--- src/rtl/uart_pix_assembler_pkg.sv ---
// Shared constants and types for the UART pixel assembler.
// pix_entry_t is sized for the default 3-byte pixel; the top builds its own entry type from its parameters.
package uart_pix_assembler_pkg;
  localparam logic [7:0] SYNC_BYTE = 8'hA5;
  localparam int unsigned PIX_W_DFLT = 24;

  typedef enum logic [1:0] {IDLE, RECV, DONE} asm_state_e;

  typedef struct packed {
    logic                  sof;
    logic                  eol;
    logic [PIX_W_DFLT-1:0] pix;
  } pix_entry_t;
endpackage

--- src/rtl/uart_pix_assembler_sync_fifo.sv ---
// Synchronous FIFO; a push into a full FIFO is accepted only when a pop happens in the same cycle.
module uart_pix_assembler_sync_fifo #(
  parameter int unsigned WIDTH = 26,
  parameter int unsigned DEPTH = 16,
  localparam int unsigned AW = $clog2(DEPTH),
  localparam int unsigned CW = $clog2(DEPTH + 1)
) (
  input  logic             clk,
  input  logic             rst_n,
  input  logic             push_i,
  input  logic [WIDTH-1:0] din_i,
  input  logic             pop_i,
  output logic [WIDTH-1:0] head_o,
  output logic             full_o,
  output logic             empty_o,
  output logic [CW-1:0]    count_o
);
  logic [WIDTH-1:0] mem_q [DEPTH];
  logic [AW-1:0]    wr_ptr_q, rd_ptr_q;
  logic [CW-1:0]    count_q;
  logic             wr_en, rd_en;

  assign full_o  = (count_q == CW'(DEPTH));
  assign empty_o = (count_q == '0);
  assign rd_en   = pop_i && !empty_o;
  assign wr_en   = push_i && (!full_o || rd_en);
  // Head reads as zero while empty so the stream outputs are clean after reset.
  assign head_o  = empty_o ? '0 : mem_q[rd_ptr_q];
  assign count_o = count_q;

  always_ff @(posedge clk) begin
    if (wr_en) mem_q[wr_ptr_q] <= din_i;
  end

  always_ff @(posedge clk or negedge rst_n) begin
    if (!rst_n) begin
      wr_ptr_q <= '0;
      rd_ptr_q <= '0;
      count_q  <= '0;
    end else begin
      if (wr_en) wr_ptr_q <= wr_ptr_q + 1'b1;
      if (rd_en) rd_ptr_q <= rd_ptr_q + 1'b1;
      case ({wr_en, rd_en})
        2'b10:   count_q <= count_q + 1'b1;
        2'b01:   count_q <= count_q - 1'b1;
        default: ;
      endcase
    end
  end
endmodule

--- src/rtl/uart_pix_assembler.sv ---
// Parses SYNC-headed frames from the UART byte stream, packs little-endian pixels and
// streams them out through a FIFO with start-of-frame / end-of-line sideband.
module uart_pix_assembler
  import uart_pix_assembler_pkg::*;
#(
  parameter int unsigned BYTES_PER_PIX = 3,
  parameter int unsigned IMG_W         = 640,
  parameter int unsigned IMG_H         = 480,
  parameter int unsigned FIFO_DEPTH    = 16,
  parameter int unsigned AFULL_LVL     = 12,
  localparam int unsigned PIX_W        = 8 * BYTES_PER_PIX
) (
  input  logic             clk,
  input  logic             rst_n,
  input  logic             byte_vld_i,
  input  logic [7:0]       byte_data_i,
  output logic             byte_rdy_o,
  output logic             pix_vld_o,
  input  logic             pix_rdy_i,
  output logic [PIX_W-1:0] pix_data_o,
  output logic             sof_o,
  output logic             eol_o,
  output logic             hold_o,
  output logic             frame_done_o,
  output logic             overflow_o
);
  localparam int unsigned COL_W   = $clog2(IMG_W);
  localparam int unsigned ROW_W   = $clog2(IMG_H);
  localparam int unsigned CNT_W   = $clog2(BYTES_PER_PIX + 1);
  localparam int unsigned FIFO_CW = $clog2(FIFO_DEPTH + 1);
  localparam logic [COL_W-1:0] COL_LAST = COL_W'(IMG_W - 1);
  localparam logic [ROW_W-1:0] ROW_LAST = ROW_W'(IMG_H - 1);
  localparam logic [CNT_W-1:0] CNT_LAST = CNT_W'(BYTES_PER_PIX - 1);

  typedef struct packed {
    logic             sof;
    logic             eol;
    logic [PIX_W-1:0] pix;
  } entry_t;

  asm_state_e         state_q;
  logic [CNT_W-1:0]   byte_cnt_q;
  logic [COL_W-1:0]   col_q;
  logic [ROW_W-1:0]   row_q;
  logic [PIX_W-9:0]   acc_q;
  logic [PIX_W-1:0]   pix_cat;
  entry_t             entry_q, head;
  logic               push_q, frame_done_q, hold_q, overflow_q;
  logic               fifo_full, fifo_empty, pop, push_ok, hold_d;
  logic [FIFO_CW-1:0] fifo_count, count_nxt;

  // Earlier bytes sit in acc_q; the current byte lands on top, so byte 0 ends up in bits [7:0].
  assign pix_cat = {byte_data_i, acc_q};
  assign pop     = pix_vld_o && pix_rdy_i;
  assign push_ok = push_q && (!fifo_full || pop);

  always_comb begin
    count_nxt = fifo_count;
    if (push_ok && !pop)      count_nxt = fifo_count + 1'b1;
    else if (pop && !push_ok) count_nxt = fifo_count - 1'b1;
    hold_d = (count_nxt >= FIFO_CW'(AFULL_LVL));
  end

  always_ff @(posedge clk or negedge rst_n) begin
    if (!rst_n) begin
      state_q      <= IDLE;
      byte_cnt_q   <= '0;
      col_q        <= '0;
      row_q        <= '0;
      acc_q        <= '0;
      entry_q      <= '0;
      push_q       <= 1'b0;
      frame_done_q <= 1'b0;
      hold_q       <= 1'b0;
      overflow_q   <= 1'b0;
    end else begin
      push_q       <= 1'b0;
      frame_done_q <= 1'b0;
      hold_q       <= hold_d;
      if (push_q && fifo_full && !pop) overflow_q <= 1'b1;
      case (state_q)
        IDLE: if (byte_vld_i && byte_data_i == SYNC_BYTE) state_q <= RECV;
        RECV: if (byte_vld_i) begin
          acc_q <= pix_cat[PIX_W-1:8];
          if (byte_cnt_q == CNT_LAST) begin
            byte_cnt_q  <= '0;
            push_q      <= 1'b1;
            entry_q.sof <= (col_q == '0) && (row_q == '0);
            entry_q.eol <= (col_q == COL_LAST);
            entry_q.pix <= pix_cat;
            if (col_q == COL_LAST) begin
              col_q <= '0;
              if (row_q == ROW_LAST) begin
                row_q        <= '0;
                state_q      <= DONE;
                frame_done_q <= 1'b1;
              end else begin
                row_q <= row_q + 1'b1;
              end
            end else begin
              col_q <= col_q + 1'b1;
            end
          end else begin
            byte_cnt_q <= byte_cnt_q + 1'b1;
          end
        end
        DONE: begin
          state_q    <= IDLE;
          byte_cnt_q <= '0;
          col_q      <= '0;
          row_q      <= '0;
        end
        default: state_q <= IDLE;
      endcase
    end
  end

  uart_pix_assembler_sync_fifo #(
    .WIDTH(PIX_W + 2),
    .DEPTH(FIFO_DEPTH)
  ) u_fifo (
    .clk    (clk),
    .rst_n  (rst_n),
    .push_i (push_q),
    .din_i  (entry_q),
    .pop_i  (pop),
    .head_o (head),
    .full_o (fifo_full),
    .empty_o(fifo_empty),
    .count_o(fifo_count)
  );

  assign byte_rdy_o   = 1'b1;
  assign pix_vld_o    = !fifo_empty;
  assign pix_data_o   = head.pix;
  assign sof_o        = head.sof;
  assign eol_o        = head.eol;
  assign hold_o       = hold_q;
  assign frame_done_o = frame_done_q;
  assign overflow_o   = overflow_q;
endmodule

--- config.mk ---
export PLATFORM = sky130hd
export DESIGN_NAME = uart_pix_assembler
export DESIGN_NICKNAME = d
export VERILOG_FILES = /design/src/rtl/uart_pix_assembler_pkg.sv /design/src/rtl/uart_pix_assembler_sync_fifo.sv /design/src/rtl/uart_pix_assembler.sv
export SDC_FILE = /design/constraint.sdc
export NUM_CORES = 1
export LEC_CHECK = 0
export CAP_MARGIN = 20
export CORE_ASPECT_RATIO = 1.4
export CORE_UTILIZATION = 56
export CTS_CLUSTER_SIZE = 28
export DETAILED_ROUTE_END_ITERATION = 7
export HOLD_SLACK_MARGIN = 0.08
export PLACE_DENSITY_LB_ADDON = 0.25
export SLEW_MARGIN = 10
export SYNTH_ARGS = -nofsm -noshare
export SYNTH_HDL_FRONTEND = slang
export SYNTH_SLANG_ARGS = --single-unit
--- constraint.sdc ---
create_clock -name clk -period 3.5 [get_ports clk]
set_input_delay 0.525 -clock clk [delete_from_list [all_inputs] [get_ports clk]]
set_output_delay 0.525 -clock clk [all_outputs]
set_load 0.01 [all_outputs]
==> results of run 1 <==
==> synth_stat cells (all sizes together), types with 14 or more instances <==
library cell	count
a21oi	14
a22oi	51
buf	21
clkbuf	42
dfrtp	82
edfxtp	416
inv	15
mux2i	53
mux4	80
nand2	173
nor2	22
o211ai	29
==> final cells by class <==
type	instances	area, um2
Sequential cell	498	14600
Fill cell	2271	11700
Multi-Input combinational cell	565	5000
Clock buffer	58	1200
Timing Repair Buffer	106	1050
Tap cell	451	564
Clock inverter	23	194
Inverter	15	56.3
==> worst max path at each step <==
stage,from,endpoint
after floorplan,u_fifo.count_o[0],u_fifo.mem_q[15][0]
after global placement,u_fifo.count_o[0],pix_data_o[12]
after detailed placement,u_fifo.count_o[0],sof_o
after CTS,u_fifo.rd_ptr_q[0],pix_data_o[19]
after global routing,u_fifo.count_o[0],pix_data_o[18]
final,u_fifo.rd_ptr_q[3],eol_o
==> metrics by stage <==
stage          worst slack [ns]  cells  instance area (um2)  total power (W)
3_5_place_dp              0.120   1629                21100           0.0108
5_1_grt                -0.00258   1716                22600           0.0161
4_1_cts                 0.00325   1712                22500           0.0155
6_report                 0.0446   1716                22600           0.0154
2_1_floorplan             0.357   1141                19700          0.00927
3_3_place_gp              0.203   1629                21100           0.0107
==> power by group <==
part | switching (W) | internal [W] | total (W) | leakage (nW)
Clock | 0.00206 | 0.00266 | 0.00471 | 0.693
Sequential | 0.000344 | 0.00663 | 0.00698 | 5.62
Combinational | 0.00195 | 0.00181 | 0.00376 | 2.58
==> per-layer routing <==
layer  GRT usage  vias to the layer above  share of wire  wire length (um)
met1       0.306                     5451           0.40             16400
li1            -                     4654              -                 -
met2       0.411                      268           0.53             21800
met4      0.0737                        0          0.022               901
met3      0.0304                       59          0.044              1790
met5           0                        -              0                 0
==> cells by family after synthesis <==
family / after synthesis / synth area share
and+or+nand+nor: 282 / 0.0679
muxes: 134 / 0.119
other: 1 / 0.000190
AOI/OAI and AO/OA: 122 / 0.0442
xor gates and xnor gates: 14 / 0.00623
buffers and inverters: 78 / 0.0165
DFF: 498 / 0.739
adders and majority gates: 12 / 0.00762
==> worst register-to-register path: cells and delay by family (launching register included) <==
family | cells | cell delay, ns
adder cells (fa/ha/maj) | 2 | 0.46
XOR/XNOR | 1 | 0.16
flip-flops | 1 | 0.38
buffers and inverters | 3 | 0.32
AND/OR/NAND/NOR | 2 | 0.82
AO/OA/AOI/OAI | 2 | 0.53
==> layout by cell type (no fill, tap or decap), drive strengths merged, types with 6 or more instances in the layout <==
cell type / netlist / layout
mux4: 80 / 80
a22oi: 51 / 51
clkinv: 0 / 18
mux2i: 53 / 53
clkbuf: 42 / 59
or4: 6 / 6
dfrtp: 82 / 82
ha: 12 / 12
edfxtp: 416 / 416
inv: 15 / 17
o31ai: 6 / 6
o21ai: 9 / 9
nand2: 173 / 173
a21oi: 14 / 14
nand4: 12 / 12
buf: 21 / 65
clkdlybuf4s50: 0 / 31
nor2: 22 / 22
dlymetal6s2s: 0 / 9
nand2b: 8 / 8
xnor2: 9 / 9
nand3: 12 / 12
o211ai: 29 / 29
==> flip-flops by register name, summed over array words and instances, names as in the netlist <==
register,flops
push_q,1
frame_done_o,1
acc_q,16
u_fifo.mem_q,416
u_fifo.wr_ptr_q,4
row_q,9
u_fifo.rd_ptr_q,4
hold_o,1
state_q,2
u_fifo.count_o,5
col_q,10
byte_cnt_q,2
overflow_o,1
entry_q,26
==> what timing repair did <==
item	in CTS	in global routing
gates resized for setup	3	15
endpoints found under the setup margin	25	24
pin swaps	1	0
buffers inserted	2	3
gates cloned	0	1
==> metrics.txt, run 1 <==
DRC=0; Clock Path Buffers=3; register bit total from synthesis=~500; crit share post-route=0.987; worst r2r src=u_fifo.count_o[1]; LEAKAGE=8.90 nW; number of synthesized flops with an enable pin=416; register area share after synthesis=0.739; CP top delay family=multiplexers; Final ANT Viol Nets=0; ratio of cells with drive above 1 in the final layout=0.190; Synth Flop Type=edfxtp_1; clock-pin slew on the worst setup and hold paths=0.06 ns; clk sinks=between 400 and 500; Crit Path Max Fanout=17; initial antenna violation count=0; RD Place Congestion=0.819; CP Cell Sequence=buf_12 -> mux4_2 -> mux4_2 -> and2_1 -> clkdlybuf4s50_1; Worst-Margin Slew=1.04 ns; WP data required=2.97 ns; crit path time final=around 3.5 ns; Die ar.=35,900 um2; Pins Over Slew Limit=0; Crit-path slowest cell=mux4_2; Total Wirelength=40.8 mm; drt via density=6.08; CP startpoint kind=register; vias=around 10,000; largest net degree at the start of global routing=63; Pwr per Cell Area=683 nW/um2; status=finished clean; largest cells by area after synthesis=edfxtp_1, dfrtp_1, mux4_2; ys async rst share=0.165; Yosys top cell by area=edfxtp_1; CTS hold repair buffers=0; crit end category=primary output; Initial Util=0.574; Rows=80; syn_nets=~1,200; kind of critical path=reg2out; Nets=1,255; Final TNS setup=0 ns; diodes inserted=0; Yosys warning total=0; Final Hold Viols=0; H-tree lvl count=2; CTS tree=done; root buf cell=clkbuf_16; CTS Buf Count=45; GR Overflow Total=0; skew final=0.0171 ns; WP depth=5; Critical Path AT=2.93 ns; Buffers on Ports=about 40; Worst IR Drop VDD=542 uV; Final Util=0.659; Rel. slew slack=0.303; Achievable Freq=0.289 GHz; post-synth top area share=0.634; floorplan core area=34,300 um2; io pins=43; RR Endpoint=u_fifo.count_o[3]; post-synth cell types=56; total track usage=0.235; Mapped Avg Cell Area=17.3 um2; Die Ht=224 um; max-cap viol count=0; Die Span X=160 um; final setup fails=0; Worst Hold Class=in2async; R2R Setup Slk=0.76 ns; WL/cell=23.8 um; worst hold slack=0.0812 ns; clock latency on the worst-skew pair=0.55 ns; drt initial violations=826; dpl hpwl=around 25 mm; area grow syn2layout=14.9%; CP dominant cell by count=mux4_2; DR pass1 iterations=5; Worst Reg-to-Reg Cells=10; CP bufs+invs=2; vias in the first global route=around 11,000; post-synth design cell area=roughly 20,000 um2; first-pass GRT wire length=around 63 mm; Critical Path Max Stage Delay=between 0.5 and 0.6 ns; Syn Inst Count=1,141
Note: power is estimated with default switching activity, not from simulation.
==> run 2: changes to the inputs <==
Settings changed: GPL_ROUTABILITY_DRIVEN set to 1, REMOVE_ABC_BUFFERS set to 1.
==> metrics.txt, run 2 (synthesis results as in run 1) <==
status=finished clean; crit end category=primary output; total track usage=0.248; most frequent cells in the layout=edfxtp_1, nand2_1, mux4_2, dfrtp_1, mux2i_1; io pins=43; Worst Reg-to-Reg Cells=10; Final Hold Viols=0; worst r2r src=u_fifo.count_o[1]; Critical Path Max Stage Delay=0.53 ns; vias in the first global route=roughly 11,000; diodes inserted=0; DRC=0; largest net degree at the start of global routing=79; area grow syn2layout=15.0%; drt via density=6.23; Worst Hold Class=in2async; worst hold slack=0.384 ns; RR Endpoint=u_fifo.count_o[3]; WP data required=2.97 ns; Rows=80; Total Wirelength=43.6 mm; Nets=1,248; number of flip-flops in the largest register=416; RSZ-0062 raised after global routing=no; WP depth=7; Die ar.=35,900 um2; dpl hpwl=around 25 mm; crit path time final=3.43 ns; max-cap viol count=0; clock-pin slew on the worst setup and hold paths=0.06 ns; Largest regs=u_fifo.mem_q x416, entry_q x26, acc_q x16; Worst IR Drop VDD=between 400 and 500 uV; CP top delay family=buffers and inverters; H-tree lvl count=2; clk sinks=around 500; Die Ht=224 um; RD Place Congestion=approximately 0.84; LEAKAGE=9.00 nW; Buffers on Ports=41; Crit Path Max Fanout=24; drt initial violations=between 900 and 1,000; Pwr Total=0.0157 W; final setup fails=0; largest reg by FF count=u_fifo.mem_q; root buf cell=clkbuf_16; Initial Util=0.574; Crit-path slowest cell=clkdlybuf4s50_1; Pwr per Cell Area=692 nW/um2; vias=10,700; Rel. slew slack=0.444; CP endpoint=pix_data_o[16]; clock latency on the worst-skew pair=0.56 ns; placed inst area=21,000 um2; Critical Path AT=2.90 ns; Clock Path Buffers=3; skew final=0.0193 ns; crit share post-route=0.980; Pins Over Slew Limit=0; initial antenna violation count=0; Die Span X=160 um; CP bufs+invs=3; CP Cell Sequence=buf_4 -> and2_1 -> buf_12 -> a22oi_1 -> o211ai_1 -> nand2_1 -> clkdlybuf4s50_1; ratio of cells with drive above 1 in the final layout=0.192; R2R Setup Slk=0.71 ns; CP startpoint kind=register; Final ANT Viol Nets=0; kind of critical path=reg2out; Achievable Freq=between 0.2 and 0.3 GHz; fin area=22,700 um2; floorplan core area=around 34,000 um2; first-pass GRT wire length=65.8 mm; GR Overflow Total=0; DR pass1 iterations=6; CTS tree=done; commonest non-fill, non-tap cell in the layout=edfxtp_1; Worst-Margin Slew=0.832 ns; CTS Buf Count=45; worst setup path startpoint=u_fifo.rd_ptr_q[3]; WL/cell=around 25 um
## run 2: metrics by stage
stage	setup TNS, ns	utilization	instances	setup WS (ns)
floorplan	-56.68	-	1078	-1.82
global placement	0	0.612	1625	0.475
detailed placement	0	0.612	1625	0.391
CTS	0	0.657	1708	0.00765
global route	0	0.660	1711	0.00202
finish	0	0.660	1711	0.0714
## run 2: timing repair
item | in CTS | in global routing
resized for setup | 8 | 20
endpoints found under the hold margin | 0 | 16
setup buffers | 0 | 1
endpoints found under the setup margin | 25 | 24
pin swaps | 0 | 0
hold buffers | 0 | 1
## run 2: power by group
part           leakage [nW]  switching (W)  internal (W)  total (W)
sequential             5.62       0.000351       0.00663    0.00698
clock                 0.736        0.00210       0.00292    0.00502
combinational          2.64        0.00196       0.00171    0.00367
total                  9.00        0.00441        0.0113     0.0157
## run 2: final cells by class
class	count	area [um2]
clock buffer	59	1230
clock inverter	24	279
fill	2245	11700
inverter	15	56.3
multi-input combinational	565	4980
sequential	498	14600
tap	451	564
timing repair buffer	99	996
## run 2: layer usage
metal / part of all wire / vias up / track usage
met5: 0 / - / 0
met4: 0.026 / 0 / 0.0759
met3: 0.060 / 80 / 0.0357
met2: 0.52 / 413 / 0.430
met1: 0.40 / 5530 / 0.326
li1: - / 4645 / -
## run 2: worst register-to-register path: stages, from the launching register on
cell     delay (ns)
dfrtp_2        0.43
inv_2          0.07
ha_4           0.18
nor4b_2        0.15
buf_4          0.16
inv_1          0.09
and2_1         0.32
ha_1           0.35
or4b_2         0.61
a21oi_1        0.18
xor2_1         0.17
## run 2: worst min-delay path by stage
| stage | from | to |
|---|---|---|
| after global routing | rst_n | u_fifo.rd_ptr_q[1] |
| final | rst_n | u_fifo.rd_ptr_q[0] |
| after floorplan | rst_n | acc_q[0] |
| after detailed placement | acc_q[1] | entry_q[1] |
| after global placement | acc_q[1] | entry_q[1] |
| after CTS | rst_n | col_q[9] |
==> run 3: changes to the inputs <==
Settings changed: SETUP_SLACK_MARGIN set to 0.02.
==> metrics.txt, run 3 (synthesis results as in run 1) <==
most frequent cells in the layout=edfxtp_1, nand2_1, mux4_2, dfrtp_1, mux2i_1; Initial Util=0.574; Cells after DPL=between 1,500 and 2,000; CP startpoint kind=register; Critical Path AT=2.90 ns; number of flip-flops in the largest register=416; Achievable Freq=between 0.2 and 0.3 GHz; RD Place Congestion=0.843; clock latency on the worst-skew pair=approximately 0.56 ns; CTS tree=done; crit end category=primary output; final setup fails=0; Clock Path Buffers=3; drt initial violations=918; floorplan core area=34,300 um2; ratio of cells with drive above 1 in the final layout=0.194; Final TNS setup=0 ns; vias in the first global route=11,000; vias=10,700; dpl hpwl=between 20 and 30 mm; drt via density=6.27; Pwr Total=0.0157 W; placed inst area=21,000 um2; diodes inserted=0; status=finished clean; largest reg by FF count=u_fifo.mem_q; worst setup path startpoint=u_fifo.rd_ptr_q[3]; Die Span X=160 um; LEAKAGE=8.99 nW; Worst IR Drop VDD=485 uV; Pins Over Slew Limit=0; commonest non-fill, non-tap cell in the layout=edfxtp_1; root buf cell=clkbuf_16; io pins=43; skew final=0.0184 ns; crit path time final=3.42 ns; RSZ-0062 raised after global routing=yes; Die ar.=35,900 um2; Buffers on Ports=41; Worst Hold Class=in2async; WP data required=2.97 ns; final cell count without fillers=1,713; first-pass GRT wire length=65.8 mm; DRC=0; Final Hold Viols=0; GR Overflow Total=0; Nets=1,250; initial antenna violation count=0; Largest regs=u_fifo.mem_q x416, entry_q x26, acc_q x16; DR pass1 iterations=6; Rows=80; clock-pin slew on the worst setup and hold paths=around 0.060 ns; Worst-Margin Slew=0.786 ns; Pwr per Cell Area=693 nW/um2; largest net degree at the start of global routing=79; CTS Buf Count=45; kind of critical path=reg2out; worst r2r src=u_fifo.count_o[1]; Total Wirelength=43.8 mm; max-cap viol count=0; H-tree lvl count=2; clk sinks=498; WL/cell=25.5 um; Final ANT Viol Nets=0; worst hold slack=0.385 ns; fin area=between 20,000 and 25,000 um2; Die Ht=224 um; total track usage=0.248; Rel. slew slack=0.475; area grow syn2layout=15.2%; crit share post-route=0.978; Crit Path Max Fanout=24
run 3: area by class of cell:
type	count	area, um2
Clock buffer	59	1230
Clock inverter	24	279
Fill cell	2243	11600
Inverter	15	56.3
Multi-Input combinational cell	565	4980
Sequential cell	498	14600
Tap cell	451	564
Timing Repair Buffer	101	1020
run 3: worst max-delay path, cell delays in order (launching register included):
cell and delay (ns):
dfrtp_1 0.48, buf_4 0.28, and2_1 0.25, buf_12 0.19, a22oi_1 0.31, o211ai_1 0.18
nand2_1 0.12, clkdlybuf4s50_1 0.53
run 3: path summary, 6_finish.rpt:
path,depth (start not counted),slack (ns),end
worst max-delay path,7,0.08,pix_data_o[16]
worst min-delay path,2,0.38,u_fifo.rd_ptr_q[0]
worst max register to register,10,0.72,u_fifo.count_o[3]
worst min register to register,2,0.48,acc_q[5]
max in group asynchronous,4,2.37,entry_q[6]
min in group clk,2,0.48,acc_q[5]
run 3: routing by layer:
metal | vias to the layer above | share of wire | routed length [um] | global-route usage
li1 | 4646 | - | - | -
met3 | 77 | 0.065 | 2820 | 0.0357
met4 | 0 | 0.026 | 1140 | 0.0759
met5 | - | 0 | 0 | 0
met2 | 402 | 0.52 | 22800 | 0.431
met1 | 5611 | 0.39 | 17000 | 0.326
run 3: per-stage QoR:
step / utilization / worst slack [ns]
finish: 0.661 / 0.0756
global route: 0.661 / 0.0125
CTS: 0.657 / 0.0230
detailed placement: 0.612 / 0.391
global placement: 0.612 / 0.475
floorplan: - / -1.82
run 3: repair_timing:
action	in CTS	in global routing
resized for setup	13	17
setup buffers	0	2
hold buffers	0	1
endpoints found under the setup margin	25	22
cloned	0	1
hold endpoints to repair	0	16
pin swaps	0	0
run 3: report_power, final:
part           switching [W]  leakage (nW)  total (W)  internal, W
logic                0.00197          2.63    0.00371      0.00174
clock network        0.00209         0.736    0.00502      0.00292
registers           0.000362          5.62    0.00699      0.00663
